<file path="src/rtl/crossbar_rr_arbiter.sv">
// Per-slave round-robin grant generator for the N x N request/ack crossbar.
// Each slave runs an IDLE/GRANTED FSM; a grant holds until session finish or watchdog expiry.
module crossbar_rr_arbiter #(
    parameter int unsigned QTY_OF_DEVICES = 4,
    parameter int unsigned ADDR_WIDTH     = 32,
    parameter int unsigned TIMEOUT_CYCLES = 256
) (
    input  logic                                             clk,
    input  logic                                             rst_n,
    input  logic [QTY_OF_DEVICES-1:0]                        master_req,
    input  logic [QTY_OF_DEVICES-1:0][ADDR_WIDTH-1:0]        master_addr,
    input  logic [QTY_OF_DEVICES-1:0]                        session_is_finished,
    output logic [QTY_OF_DEVICES-1:0][QTY_OF_DEVICES-1:0]    granted_matrix,
    output logic [QTY_OF_DEVICES-1:0][QTY_OF_DEVICES-1:0]    master_grant,
    output logic [QTY_OF_DEVICES-1:0]                        slave_busy,
    output logic [QTY_OF_DEVICES-1:0]                        timeout_err
);

    localparam int unsigned N     = QTY_OF_DEVICES;
    localparam int unsigned SEL_W = $clog2(N);
    localparam int unsigned CNT_W = (TIMEOUT_CYCLES > 0) ? $clog2(TIMEOUT_CYCLES + 1) : 1;

    typedef enum logic {
        IDLE    = 1'b0,
        GRANTED = 1'b1
    } state_t;

    state_t                      state_q [N];
    state_t                      state_d [N];
    logic [N-1:0][N-1:0]         grant_q, grant_d;
    logic [N-1:0][SEL_W-1:0]     ptr_q, ptr_d;
    logic [N-1:0][CNT_W-1:0]     cnt_q, cnt_d;
    logic [N-1:0]                tout_q, tout_d;

    logic [N-1:0]                holds;
    logic [N-1:0]                taken;
    logic [N-1:0]                req_s;
    logic                        found;
    logic [SEL_W-1:0]            idx;
    logic [SEL_W-1:0]            pick;

    // State registers for all slave FSMs, pointers, watchdogs and error pulses
    always_ff @(posedge clk or negedge rst_n) begin
        if (!rst_n) begin
            for (int unsigned s = 0; s < N; s++) begin
                state_q[s] <= IDLE;
                ptr_q[s]   <= SEL_W'(N - 1);
            end
            grant_q <= '0;
            cnt_q   <= '0;
            tout_q  <= '0;
        end else begin
            for (int unsigned s = 0; s < N; s++) begin
                state_q[s] <= state_d[s];
            end
            grant_q <= grant_d;
            ptr_q   <= ptr_d;
            cnt_q   <= cnt_d;
            tout_q  <= tout_d;
        end
    end

    // Next-state: per-slave arbitration, lower slave index claims a contested master first
    always_comb begin
        for (int unsigned s = 0; s < N; s++) begin
            state_d[s] = state_q[s];
        end
        grant_d = grant_q;
        ptr_d   = ptr_q;
        cnt_d   = cnt_q;
        tout_d  = '0;
        holds   = '0;
        taken   = '0;
        req_s   = '0;
        found   = 1'b0;
        idx     = '0;
        pick    = '0;

        for (int unsigned s = 0; s < N; s++) begin
            for (int unsigned m = 0; m < N; m++) begin
                holds[m] = holds[m] | grant_q[s][m];
            end
        end

        for (int unsigned s = 0; s < N; s++) begin
            for (int unsigned m = 0; m < N; m++) begin
                req_s[m] = master_req[m] & ~holds[m] & ~taken[m] &
                           (master_addr[m][ADDR_WIDTH-1 -: SEL_W] == SEL_W'(s));
            end
            found = 1'b0;
            pick  = '0;
            case (state_q[s])
                IDLE: begin
                    for (int unsigned i = 1; i <= N; i++) begin
                        idx = ptr_q[s] + SEL_W'(i);
                        if (!found && req_s[idx]) begin
                            found = 1'b1;
                            pick  = idx;
                        end
                    end
                    if (found) begin
                        grant_d[s]       = '0;
                        grant_d[s][pick] = 1'b1;
                        ptr_d[s]         = pick;
                        cnt_d[s]         = '0;
                        taken[pick]      = 1'b1;
                        state_d[s]       = GRANTED;
                    end
                end
                GRANTED: begin
                    if (session_is_finished[s]) begin
                        grant_d[s] = '0;
                        state_d[s] = IDLE;
                    end else if ((TIMEOUT_CYCLES != 0) &&
                                 (cnt_q[s] == CNT_W'(TIMEOUT_CYCLES - 1))) begin
                        grant_d[s] = '0;
                        tout_d[s]  = 1'b1;
                        state_d[s] = IDLE;
                    end else begin
                        cnt_d[s] = cnt_q[s] + CNT_W'(1);
                    end
                end
                default: state_d[s] = IDLE;
            endcase
        end
    end

    // Finish pulse masks the grant in the same cycle so the datapath never sees a stale grant
    always_comb begin
        granted_matrix = '0;
        master_grant   = '0;
        slave_busy     = '0;
        for (int unsigned s = 0; s < N; s++) begin
            granted_matrix[s] = grant_q[s] & ~{N{session_is_finished[s]}};
            slave_busy[s]     = (state_q[s] == GRANTED) & ~session_is_finished[s];
            for (int unsigned m = 0; m < N; m++) begin
                master_grant[m][s] = granted_matrix[s][m];
            end
        end
    end

    assign timeout_err = tout_q;

endmodule
</file>
<file path="config.mk">
export PLATFORM = sky130hd
export DESIGN_NAME = crossbar_rr_arbiter
export DESIGN_NICKNAME = d
export VERILOG_FILES = /design/src/rtl/crossbar_rr_arbiter.sv
export SDC_FILE = /design/constraint.sdc
export NUM_CORES = 1
export LEC_CHECK = 0
export BUFFER_PORTS_ARGS = -buffer_cell sky130_fd_sc_hd__buf_2
export CORE_AREA = 2 2 96 98
export DETAILED_ROUTE_END_ITERATION = 8
export DIE_AREA = 0 0 98 100
export PLACE_DENSITY = 0.87
export SLEW_MARGIN = 20
export SYNTH_ARGS = -nofsm -noshare
export SYNTH_HDL_FRONTEND = slang
export SYNTH_SLANG_ARGS = --single-unit
</file>
<file path="constraint.sdc">
create_clock -name clk -period 2.7 [get_ports clk]
set_input_delay 0.27 -clock clk [delete_from_list [all_inputs] [get_ports clk]]
set_output_delay 0.27 -clock clk [all_outputs]
set_load 0.05 [all_outputs]
</file>
==> out/summary.json <==
{
  "floorplanning": {
    "floorplan.die.width_um": 98,
    "floorplan.rows": 35,
    "die_area_sq_um": 9800,
    "initial_utilization_pct": 43.7,
    "coreArea_sq_um": 8890,
    "die_y_um": 100,
    "ioPinCount": 178
  },
  "power": {
    "clock_power_share_pct": 22.8,
    "power-per-cell-area_nw_per_um2": 960,
    "totalPowerFinal_w": 0.00427,
    "vdd.ir_drop.worst_mv": 0.387,
    "share_of_power_burned_in_combinational_logic_pct": 40.3,
    "pwr-share-seq_pct": 36.9,
    "power.switching_fraction_pct": 43.4,
    "static-leakage-power_nw": 2.16,
    "cell_internal_pwr_w": 0.00242,
    "switching_power_w": 0.00185
  },
  "grt": {
    "global_route_wire_length_before_repair_mm": 15.4,
    "grt_use_total_pct": 19.4,
    "grt_max_degree": 43,
    "grt_pass1_vias": 3217,
    "globalRoute.totalOverflow": 0,
    "antenna_found_initial": 1
  },
  "status": {
    "status": "complete, no violations"
  },
  "final_layout": {
    "total_nets_final": 621,
    "area_growth_syn_to_layout_pct": 14.5,
    "layout.cells.non_filler": 591,
    "insertedDiodeCount": 0,
    "share_of_cells_above_drive_strength_1_pct": 20.6,
    "post-route-cell-area_sq_um": 4450,
    "most-common-layout-cells": "60 x sky130_fd_sc_hd__dfrtp_1, 57 x sky130_fd_sc_hd__nand2_1, 57 x sky130_fd_sc_hd__buf_2",
    "layout.cells.most_common": "sky130_fd_sc_hd__dfrtp_1"
  },
  "detailed_routing": {
    "drt_pass1_iterations": 6,
    "antenna_left": 0,
    "wire_per_inst_um": 15.6,
    "vias": 3368,
    "drt_drc_violations_left": 0,
    "via_per_inst": 5.70,
    "dr_wl_met3_um": 712,
    "detailedRoute.firstIterationViolations": 190,
    "drt_wl_total_mm": 9.20,
    "wl_met2_mm": 4.20,
    "routed_length_on_met1_mm": 4.07,
    "top_signal_layer_used": "met5"
  },
  "clock_network": {
    "clk_root_buf": "sky130_fd_sc_hd__clkbuf_8",
    "cts-root-to-sink-buffers": 2,
    "cts_tree": "done",
    "post_cts.repair.setup_buffers": 0,
    "cts.sink_count": 68,
    "numCtsBuffers": 9,
    "clock_insertion_delay_worst_skew_ns": 0.35,
    "clk_transition_reported_paths_ns": 0.08,
    "htree_num_levels": 3
  },
  "sta": {
    "fin_hold_ws_ns": 0.300,
    "rsz0062_at_grt": "false",
    "fin_worst_skew_ns": 0.0129,
    "worst_slew_margin_rel_pct": 50.1,
    "worst_slew_pin_slew_ns": 0.740,
    "period_minus_slack_ns": 2.38,
    "hold_violations": 0,
    "final_min_period_over_clock_period_pct": 88.0,
    "tns_ns": 0,
    "final-max-slew-violation-count": 0,
    "setup_viol": 0,
    "clock.fmax_ghz": 0.421
  },
  "logic_synthesis": {
    "async_reset_ff_share_pct": 100,
    "synth_enable_flop_cells": 0,
    "mappedNetlistArea_sq_um": 3890,
    "synthDistinctLibCells": 56,
    "synth_flop_cell": "sky130_fd_sc_hd__dfrtp_1",
    "ys_warn_count": 0,
    "syn-num-nets": 571,
    "ys_seq_elements": 68,
    "synthesis.instances": 425,
    "synthesis.area_per_instance_sq_um": 9.14,
    "synth-seq-area-share_pct": 44.0
  },
  "placement": {
    "detailed_place_hpwl_mm": 6.92,
    "finalWeightedCongestion": 0.935,
    "placed_cells": 574,
    "placed_area_sq_um": 4200,
    "numPortBuffers": 57
  },
  "setup_path": {
    "r2r-end": "grant_q[14]",
    "depth_of_the_worst_register_to_register_path": 6,
    "worst_ep_arrival_time_ns": 2.61,
    "timing_worst_setup_path_type": "reg2reg",
    "critPathCaptureType": "flop",
    "wp_data_required_ns": 2.93,
    "critPathMaxFanout": 5,
    "critPathLaunchType": "flop",
    "r2r_start": "grant_q[2]",
    "rrSetupSlack_ns": 0.32
  },
  "worst_hold_path": {
    "hold_path_end": "timeout_err[0]",
    "hold_class": "in2reg",
    "min_from": "session_is_finished[0]",
    "hold_path_depth": 3
  },
  "run": {
    "maxCapViolations": 0
  }
}
-- state kept, by name, indices dropped and copies added, names as in the netlist --
signal / flops
state_q: 4
timeout_err: 4
ptr_q: 8
cnt_q: 36
grant_q: 16
-- worst max-delay path by stage --
stage                     start          end  slack, ns  cells past startpoint
floorplan            grant_q[9]  grant_q[14]       0.56                      6
global placement     grant_q[3]  grant_q[14]       0.42                      6
detailed placement   grant_q[9]  grant_q[14]       0.38                      6
CTS                  grant_q[9]  grant_q[14]       0.36                      6
global route        grant_q[10]  grant_q[14]       0.22                      6
finish               grant_q[2]  grant_q[14]       0.32                      6
-- cells in the mapped netlist (all sizes together) (5+ instances only) --
master  count  area (sq um)
ha          8           100
clkbuf      5          18.8
dfrtp      60          1500
and2        8          50.1
o21ai      26           130
nand4      12          75.1
inv         8          30.0
nor2b      24           150
nor3        6          35.0
buf        18           130
o22ai       5          31.3
nor2       46           173
o31ai       7          52.6
or3         8          56.3
nand2      57           214
a21oi       7          35.0
nor3b       5          47.5
and3        9          56.3
dfstp       8           210
nand4b      7          61.3
xor2       21           184
nand3      13          65.1
nand2b      9          56.3
-- metal layers --
metal | vias up | track usage (%)
met3 | 26 | 5.50
met4 | 2 | 6.84
met1 | 1615 | 25.3
met5 | - | 0
li1 | 1590 | -
met2 | 135 | 31.2
-- power by group through the flow --
stage,sequential [W],combinational (W),clock (W)
after floorplan,0.00148,0.00140,0
after global placement,0.00156,0.00163,0
after detailed placement,0.00158,0.00169,0
after CTS,0.00156,0.00171,0.000984
after global routing,0.00161,0.00187,0.00104
final,0.00158,0.00172,0.000972
-- area by class of cell --
cell class                      count  area (sq um)
Fill cell                         829          4440
Multi-Input combinational cell    326          2000
Clock inverter                      5          82.6
Tap cell                          111           139
Sequential cell                    68          1710
Timing Repair Buffer               62           338
Clock buffer                       11           151
Inverter                            8          30.0
-- timing repair --
item,CTS,global route
hold endpoints to repair,24,0
endpoints found under the setup margin,0,0
gates resized for setup,0,0
hold buffers,1,0
-- worst max-delay path: stages (launching register included) --
cell and delay [ns]:
sky130_fd_sc_hd__dfrtp_1 0.40, sky130_fd_sc_hd__nor2_1 0.34, sky130_fd_sc_hd__and3_1 0.32, sky130_fd_sc_hd__nor2_1 0.10
sky130_fd_sc_hd__or3_2 0.51, sky130_fd_sc_hd__o211a_1 0.30, sky130_fd_sc_hd__a221o_1 0.30
-- cell families (layout without fill, tap and decap cells) --
family,after synthesis,after routing,synth area share (%)
adder cells (fa/ha/maj),8,8,2.58
XOR/XNOR,24,24,5.41
flip-flops,68,68,44.0
buffers and inverters,31,86,4.60
AO/OA/AOI/OAI,73,73,12.7
multiplexers,4,4,1.09
AND/OR/NAND/NOR,217,217,29.6
-- metrics by stage --
step / setup slack (ns) / utilization [%]
global placement: 0.423 / 47.3
global route: 0.222 / 50.0
floorplan: 0.564 / -
CTS: 0.358 / 50.0
finish: 0.324 / 50.0
detailed placement: 0.381 / 47.3
Note: power is estimated with default switching activity, not from simulation.
